File: config.mk
export PLATFORM = sky130hd
export DESIGN_NAME = dmem_arbiter
export DESIGN_NICKNAME = d
export VERILOG_FILES = /design/src/rtl/dmem_arb_pkg.sv /design/src/rtl/dmem_arb_prio.sv /design/src/rtl/dmem_arbiter.sv
export SDC_FILE = /design/constraint.sdc
export NUM_CORES = 1
export LEC_CHECK = 0
export CAP_MARGIN = 20
export CORE_MARGIN = 2
export CORE_UTILIZATION = 45
export DETAILED_ROUTE_END_ITERATION = 8
export GPL_ROUTABILITY_DRIVEN = 0
export PLACE_DENSITY = 0.83
export SKIP_LAST_GASP = 1
export SLEW_MARGIN = 10
export SYNTH_ARGS = -nofsm -noshare
export SYNTH_HDL_FRONTEND = slang
export SYNTH_HIERARCHICAL = 1
export SYNTH_SLANG_ARGS = --single-unit
export TNS_END_PERCENT = 100
File: constraint.sdc
create_clock -name clk -period 3.3 [get_ports clk]
set_input_delay 0.495 -clock clk [delete_from_list [all_inputs] [get_ports clk]]
set_output_delay 0.495 -clock clk [all_outputs]
set_load 0.01 [all_outputs]
File: src/rtl/dmem_arb_pkg.sv
// Shared definitions for the data-memory arbiter: requester IDs, FSM encoding
// and the default data width.
package dmem_arb_pkg;

  localparam int DATA_W_DEF = 32;

  typedef enum logic [1:0] {
    REQ_CPU  = 2'd0,
    REQ_LA   = 2'd1,
    REQ_SCAN = 2'd2,
    REQ_NONE = 2'd3
  } req_id_e;

  typedef enum logic [1:0] {
    ST_IDLE  = 2'd0,
    ST_ISSUE = 2'd1,
    ST_RESP  = 2'd2
  } arb_state_e;

endpackage

File: src/rtl/dmem_arb_prio.sv
// Combinational priority picker: the requester after 'last' in the ring
// CPU -> LA -> SCAN -> CPU wins; last = SCAN gives CPU > LA > SCAN.
module dmem_arb_prio
  import dmem_arb_pkg::*;
(
  input  logic    cpu_req,
  input  logic    la_req,
  input  logic    scan_req,
  input  req_id_e last,
  output req_id_e winner
);

  // NOTE: every always_comb output gets a default first so no path can infer a latch.
  always_comb begin
    winner = REQ_NONE;
    case (last)
      REQ_CPU: begin
        if      (la_req)   winner = REQ_LA;
        else if (scan_req) winner = REQ_SCAN;
        else if (cpu_req)  winner = REQ_CPU;
      end
      REQ_LA: begin
        if      (scan_req) winner = REQ_SCAN;
        else if (cpu_req)  winner = REQ_CPU;
        else if (la_req)   winner = REQ_LA;
      end
      default: begin
        if      (cpu_req)  winner = REQ_CPU;
        else if (la_req)   winner = REQ_LA;
        else if (scan_req) winner = REQ_SCAN;
      end
    endcase
  end

endmodule

File: src/rtl/dmem_arbiter.sv
// Three-requester data-memory arbiter (CPU, logic analyzer, GPIO scanner).
// Define ARB_ROUND_ROBIN_EN for rotating priority; default is fixed CPU > LA > SCAN.
module dmem_arbiter
  import dmem_arb_pkg::*;
#(
  parameter int DATA_W = DATA_W_DEF,
  parameter int ADDR_W = 5,
  parameter int DEPTH  = 10
) (
  input  logic              clk,
  input  logic              reset,
  input  logic              cpu_req,
  input  logic              cpu_we,
  input  logic [ADDR_W-1:0] cpu_addr,
  input  logic [DATA_W-1:0] cpu_wdata,
  output logic [DATA_W-1:0] cpu_rdata,
  output logic              cpu_stall,
  input  logic              la_req,
  input  logic              la_we,
  input  logic [ADDR_W-1:0] la_addr,
  input  logic [DATA_W-1:0] la_wdata,
  output logic              la_ack,
  output logic [DATA_W-1:0] la_rdata,
  input  logic              scan_req,
  input  logic [ADDR_W-1:0] scan_addr,
  output logic              scan_ack,
  output logic [DATA_W-1:0] scan_rdata,
  output logic              mem_en,
  output logic              mem_we,
  output logic [ADDR_W-1:0] mem_addr,
  output logic [DATA_W-1:0] mem_wdata,
  input  logic [DATA_W-1:0] mem_rdata,
  output logic [1:0]        grant_id
);

  localparam logic [ADDR_W:0] DEPTH_LIM = (ADDR_W + 1)'(DEPTH);

  arb_state_e        state_q, state_d;
  req_id_e           grant_q, winner, rr_last;
  logic              lat_we;
  logic [ADDR_W-1:0] lat_addr;
  logic [DATA_W-1:0] lat_wdata;
  logic [DATA_W-1:0] cpu_rdata_q, la_rdata_q, scan_rdata_q;
  logic [DATA_W-1:0] resp_data;
  logic              any_req, in_range;
  logic              resp_cpu, resp_la, resp_scan;

  assign any_req  = cpu_req | la_req | scan_req;
  assign in_range = {1'b0, lat_addr} < DEPTH_LIM;

  dmem_arb_prio u_prio (
    .cpu_req  (cpu_req),
    .la_req   (la_req),
    .scan_req (scan_req),
    .last     (rr_last),
    .winner   (winner)
  );

`ifdef ARB_ROUND_ROBIN_EN
  // Last granted requester drops to lowest priority for the next arbitration.
  always_ff @(posedge clk) begin
    if (reset)
      rr_last <= REQ_SCAN;
    else if (state_q == ST_IDLE && any_req)
      rr_last <= winner;
  end
`else
  assign rr_last = REQ_SCAN;
`endif

  always_comb begin
    state_d = state_q;
    case (state_q)
      ST_IDLE:  if (any_req) state_d = ST_ISSUE;
      ST_ISSUE: state_d = ST_RESP;
      ST_RESP:  state_d = ST_IDLE;
      default:  state_d = ST_IDLE;
    endcase
  end

  // Out-of-range accesses never touch memory and complete with zero data.
  assign mem_en    = (state_q == ST_ISSUE) && in_range;
  assign mem_we    = mem_en && lat_we && (grant_q != REQ_SCAN);
  assign mem_addr  = lat_addr;
  assign mem_wdata = lat_wdata;
  assign resp_data = in_range ? mem_rdata : '0;

  assign resp_cpu  = (state_q == ST_RESP) && (grant_q == REQ_CPU);
  assign resp_la   = (state_q == ST_RESP) && (grant_q == REQ_LA);
  assign resp_scan = (state_q == ST_RESP) && (grant_q == REQ_SCAN);

  assign cpu_stall = cpu_req & ~resp_cpu;
  assign la_ack    = resp_la;
  assign scan_ack  = resp_scan;
  assign grant_id  = grant_q;

  // Read data is visible in the ack cycle, then held by the per-requester register.
  assign cpu_rdata  = resp_cpu  ? resp_data : cpu_rdata_q;
  assign la_rdata   = resp_la   ? resp_data : la_rdata_q;
  assign scan_rdata = resp_scan ? resp_data : scan_rdata_q;

  // NOTE: sequential state uses non-blocking assignments so every register samples pre-edge values.
  always_ff @(posedge clk) begin
    if (reset) begin
      state_q      <= ST_IDLE;
      grant_q      <= REQ_NONE;
      lat_we       <= 1'b0;
      lat_addr     <= '0;
      lat_wdata    <= '0;
      cpu_rdata_q  <= '0;
      la_rdata_q   <= '0;
      scan_rdata_q <= '0;
    end else begin
      state_q <= state_d;
      case (state_q)
        ST_IDLE: begin
          if (any_req) begin
            grant_q <= winner;
            case (winner)
              REQ_CPU: begin
                lat_we    <= cpu_we;
                lat_addr  <= cpu_addr;
                lat_wdata <= cpu_wdata;
              end
              REQ_LA: begin
                lat_we    <= la_we;
                lat_addr  <= la_addr;
                lat_wdata <= la_wdata;
              end
              default: begin
                lat_we    <= 1'b0;
                lat_addr  <= scan_addr;
                lat_wdata <= '0;
              end
            endcase
          end
        end
        ST_RESP: begin
          grant_q <= REQ_NONE;
          case (grant_q)
            REQ_CPU:  cpu_rdata_q  <= resp_data;
            REQ_LA:   la_rdata_q   <= resp_data;
            REQ_SCAN: scan_rdata_q <= resp_data;
            default:  ;
          endcase
        end
        default: ;
      endcase
    end
  end

endmodule

* After elaboration in Yosys (flattened, before gate mapping)
Index checks and enable logic that the tools add are counted.
Cells by class: magnitude comparators 1, eq/ne operators 7, multiplexer cells 14, bitwise operators 4, reductions and logical operators 15
Operator list (number):
- $mux W32 | 4
- $pmux W32 S2 | 1
- $pmux W5 S2 | 1
- $reduce_and A2 Y1 | 5
- $mux W2 | 4
- $pmux W2 S2 | 2
- $eq A2 B1 Y1 const B | 3
- $logic_and A1 B1 Y1 | 6
- $logic_not A2 Y1 | 3
- $lt A5 B4 Y1 const B | 1
- $eq A2 B2 Y1 const B | 2
- $ne A2 B2 Y1 const B | 2
- $or A1 B1 Y1 | 2
- $pmux W1 S2 | 1
- $reduce_bool A2 Y1 | 1
- $and A1 B1 Y1 | 1
- $mux W1 | 1
- $not A1 Y1 | 1
Word-level totals: flip-flop bits (word level) 138, input port bits 118, output and inout port bits 140, logic and storage cells 49

* Depth between registers and ports, before layout
word-level depth 5, depth in mapped cells 9

* Hierarchy
The synthesis kept the hierarchy.
By module, submodules not included:
- dmem_arbiter | instances 1, cells each 826, area an instance 6792.8 µm²
- dmem_arb_prio | instances 1, cells each 7, area an instance 50.0 µm²

* Worst setup path before layout
OpenSTA, ideal clock, no wires.
kind reg2out, start reg grant_q[0], in the netlist grant_id[0], end out cpu_rdata[30], data arrival time 1.617 ns, data required time 2.805 ns, setup slack 1.188 ns, cell stages (with the launch flop) 6, buffers on the path 3, path through dfxtp_1 or4b_1 buf_2 buf_2 buf_2 o21ai_0
On the way: word-level cells in the longest chain between the ends 3
Ends and longest elaborated chain:
- start: declaration | line dmem_arbiter.sv:39 | req_id_e grant_q, winner, rr_last;
- start signal: assignment | line dmem_arbiter.sv:118 | grant_q <= winner;
- $logic_not A2 Y1 | line dmem_arbiter.sv:88 | assign resp_cpu = (state_q == ST_RESP) && (grant_q == REQ_CPU);
- $logic_and A1 B1 Y1 | line dmem_arbiter.sv:88
- $mux W32 | line dmem_arbiter.sv:98 | assign cpu_rdata = resp_cpu ? resp_data : cpu_rdata_q;
- end: declaration | line dmem_arbiter.sv:16 | output logic [DATA_W-1:0] cpu_rdata,
Every way passes these cells.

* Final worst setup path
start reg state_q[1], end out cpu_rdata[5]
On the way: word-level cells in the longest chain between the ends 3
Ends and longest elaborated chain:
- start: declaration | line dmem_arbiter.sv:38 | arb_state_e state_q, state_d;
- start signal: assignment | line dmem_arbiter.sv:114 | state_q <= state_d;
- $eq A2 B2 Y1 | line dmem_arbiter.sv:88
- $logic_and A1 B1 Y1 | line dmem_arbiter.sv:88
- $mux W32 | line dmem_arbiter.sv:98
Every way passes these cells.

==> results.txt <==
----------------------------------------------------
[Logic synthesis]
  Fraction of the yosys area taken by sequential cells ... 0.404
  Library cell with the largest summed area after synthesis ... sky130_fd_sc_hd__dfxtp_1
  Dominant combinational cell family by area after synthesis ... simple AND/OR/NAND/NOR gates
  Synth Area in XOR/XNOR ... 0
  Cell count after synthesis ... around 830
  Post-synthesis register bit count ... 138
  Share of the synthesized area in the top cell type ... 0.404
  Number of synthesized flops with an enable pin ... 0
  Synthesized area per cell ... between 8 and 9 sq um
  Top post-synthesis cells by area ... sky130_fd_sc_hd__dfxtp_1, sky130_fd_sc_hd__o21ai_0, sky130_fd_sc_hd__nand3b_1
  Adder-cell share of the synthesized area ... 0
  Async set-or-reset flop fraction in the synthesized netlist ... 0
  Multiplexer fraction of the synthesized cell area ... 0.0638
  Count of unique library cells instantiated by Yosys ... 32
  Primary flip-flop cell chosen by synthesis mapping ... sky130_fd_sc_hd__dfxtp_1
  Fraction of the mapped netlist area in compound gates ... 0.218
  Number of synthesis warnings ... 6
  Post-synthesis share of cell area spent on and, or, nand and nor gates ... 0.256
  Synthesized area ... about 0.007 sq mm

[Hold path]
  Worst Hold Path EP ... mem_wdata[28]
  Source of the worst hold timing path ... mem_wdata[28]
  Worst hold path stage count ... 2
  Hold Path Class ... reg2reg

[Global route]
  GRT Resource Usage Total ... 0.248
  Total congestion overflow after global routing ... 0
  First-pass GRT wire length ... roughly 32 mm
  Pin count of the biggest net entering global routing ... a little under 100
  Initial antenna violation count ... 0
  Number of global-route vias before repair ... 6363

[Drt]
  Vias after detailed routing ... 6854
  Detail Route Antenna Nets ... 0
  WL final ... slightly above 20 mm
  Length of the first detailed-routing pass in iterations ... 5
  DRT iter0 DRCs ... 537
  Routed wire length per instance ... approximately 16 um
  Routed via count divided by cell count ... roughly 5.5
  Number of design rule violations left after detail routing ... 0

[Timing]
  Worst Hold Margin ... ~0.47 ns
  Setup repair after global routing missed its margin ... yes
  Final Critical Period ... approximately 3.2 ns
  Final setup fails ... 0
  Period utilization ... 0.974
  FMAX ... ~0.31 GHz
  Worst slew pin tran ... approximately 0.69 ns
  Final Hold Violating Endpoints ... 0
  Worst-case clock skew ... roughly 0.0058 ns
  Post-route setup slack ... about 0.086 ns
  Number of max-slew violations in the final report ... 0
  Worst-case headroom to the max-slew limit ... 0.537

[Floorplan]
  Die width ... 127 um
  Core area ... roughly 0.015 sq mm
  Die Y-Extent ... approximately 130 um
  # rows ... 45
  Count of pins on the block boundary ... about 260
  Area of the die ... ~0.016 sq mm
  Starting density of the core ... 0.455

[Worst setup path]
  WP data arrival ... between 2 and 3 ns
  Worst reg2reg startpoint ... state_q[1]
  Critical path capture point type ... primary output
  Required time of the critical path ... between 2 and 3 ns
  Worst Setup Path Type ... reg2out
  Register-to-register setup slack ... around 0.92 ns
  Worst Path Max Fanout ... 25
  Depth of the worst register-to-register path ... 3
  Element type at the critical path start ... flip-flop
  RR Endpoint ... cpu_rdata_q[26]

[Cells and area]
  Layout overhead on the synthesized area ... 47.6%
  Commonest non-fill, non-tap cell in the layout ... sky130_fd_sc_hd__clkdlybuf4s50_1
  Post-layout util ... 0.672
  Post-layout net count ... roughly 1200
  Leading cell types in the layout, fill and taps excluded ... sky130_fd_sc_hd__clkdlybuf4s50_1, sky130_fd_sc_hd__o21ai_0, sky130_fd_sc_hd__dfxtp_1
  Diode count ... 0
  Fraction of layout cells with a size suffix above 1 ... 0.0844

[CTS]
  Root Driver ... sky130_fd_sc_hd__clkbuf_16
  H-Tree Depth ... 4
  Clk buf depth ... 2
  Clock tree from TritonCTS ... yes
  Num CTS Buffers ... 17
  Hold-fix buffers at CTS ... 0
  Later-pin clock latency in the skew report ... between 0.4 and 0.5 ns
  Clock transition at the register clock pins on the worst setup and hold paths after CTS ... 0.06 ns
  Number of sinks driven by the clock tree ... 138

[Placed design]
  Worst slack at placement ... between 0.4 and 0.5 ns
  HPWL reported at the end of detailed placement ... between 10 and 15 mm
  Number of port buffers ... 257

[Pwr]
  Post-layout power ... about 0.0043 W
  Lkg Pwr ... approximately 3.5 nW
  Worst VDD drop ... between 300 and 400 uV
  Power density cells ... ~430 mW/mm^2

[Run]
  Max-Cap Viols ... 0

[Run status]
  Result of the run ... completed

----------------------------------------------------
[worst max path at each step]
stage,slack [ns],end,start,cells past startpoint
after floorplan,1.19,cpu_rdata[30],grant_id[0],5
final,0.09,cpu_rdata[5],state_q[1],4
after global routing,-0.03,cpu_rdata[5],state_q[1],4
after global placement,0.55,cpu_rdata[16],state_q[1],4
after detailed placement,0.44,cpu_rdata[5],state_q[1],4
after CTS,0.007,cpu_rdata[5],state_q[1],4
[area by class of cell]
class,instances,area [sq um]
Clock buffer,25,485
Clock inverter,7,66.3
Fill cell,1272,4930
Inverter,6,22.5
Multi-Input combinational cell,605,3760
Sequential cell,138,2760
Tap cell,188,235
Timing Repair Buffer,273,2760
[where the power goes]
| group | internal, W | switching, W |
|---|---|---|
| Clock | 0.00109 | 0.000699 |
| Combinational | 0.000388 | 0.000364 |
| Sequential | 0.00172 | 0.0000403 |
| Total | 0.00320 | 0.00110 |
[sequential cells by signal, summed over array words and instances (netlist names)]
signal,count
mem_addr,5
mem_wdata,32
scan_rdata_q,32
cpu_rdata_q,32
la_rdata_q,32
lat_we,1
state_q,2
grant_id,2
[cell usage after synthesis, drive strengths merged, types with 3 or more instances]
library cell,instances
o21ai,230
dfxtp,138
nand3b,128
nand2,97
clkbuf,65
mux2i,38
a21oi,34
or4,33
buf,22
nand2b,8
inv,6
mux2,5
o22ai,5
nor2,4
or2,4
nand3,3
[logic make-up (layout without fill, tap and decap cells)]
family	after synthesis	count (layout)
compound gates	272	272
buf+inv	93	311
flops	138	138
mux	43	43
other cells	2	4
simple gates	285	286
[stage by stage]
step / instances / instance area [sq um] / setup TNS, ns
finish: 1242 / 10100 / 0
global route: 1242 / 10100 / -0.0546
CTS: 1238 / 10000 / 0
detailed placement: 1206 / 9490 / 0
global placement: 1206 / 9490 / 0
floorplan: 835 / 6850 / 0
[critical path, stage by stage, from the launching register on]
cell	delay (ns)
sky130_fd_sc_hd__dfxtp_1	0.54
sky130_fd_sc_hd__or4b_4	0.68
sky130_fd_sc_hd__buf_4	0.27
sky130_fd_sc_hd__o21ai_0	0.22
sky130_fd_sc_hd__clkdlybuf4s50_1	0.59
[metal layers]
metal / wire length, um / part of all wire / vias up / GRT usage
li1: - / - / 3396 / -
met3: 1560 / 0.077 / 44 / 0.0720
met1: 8680 / 0.43 / 3148 / 0.312
met4: 634 / 0.031 / 0 / 0.107
met5: 0 / 0 / - / 0
met2: 9520 / 0.47 / 266 / 0.397
[what timing repair did]
item | in CTS | in global routing
gates resized for setup | 0 | 0
buffers inserted | 0 | 0
endpoints found under the setup margin | 0 | 14
No activity file was read; power rests on OpenSTA's default activity.
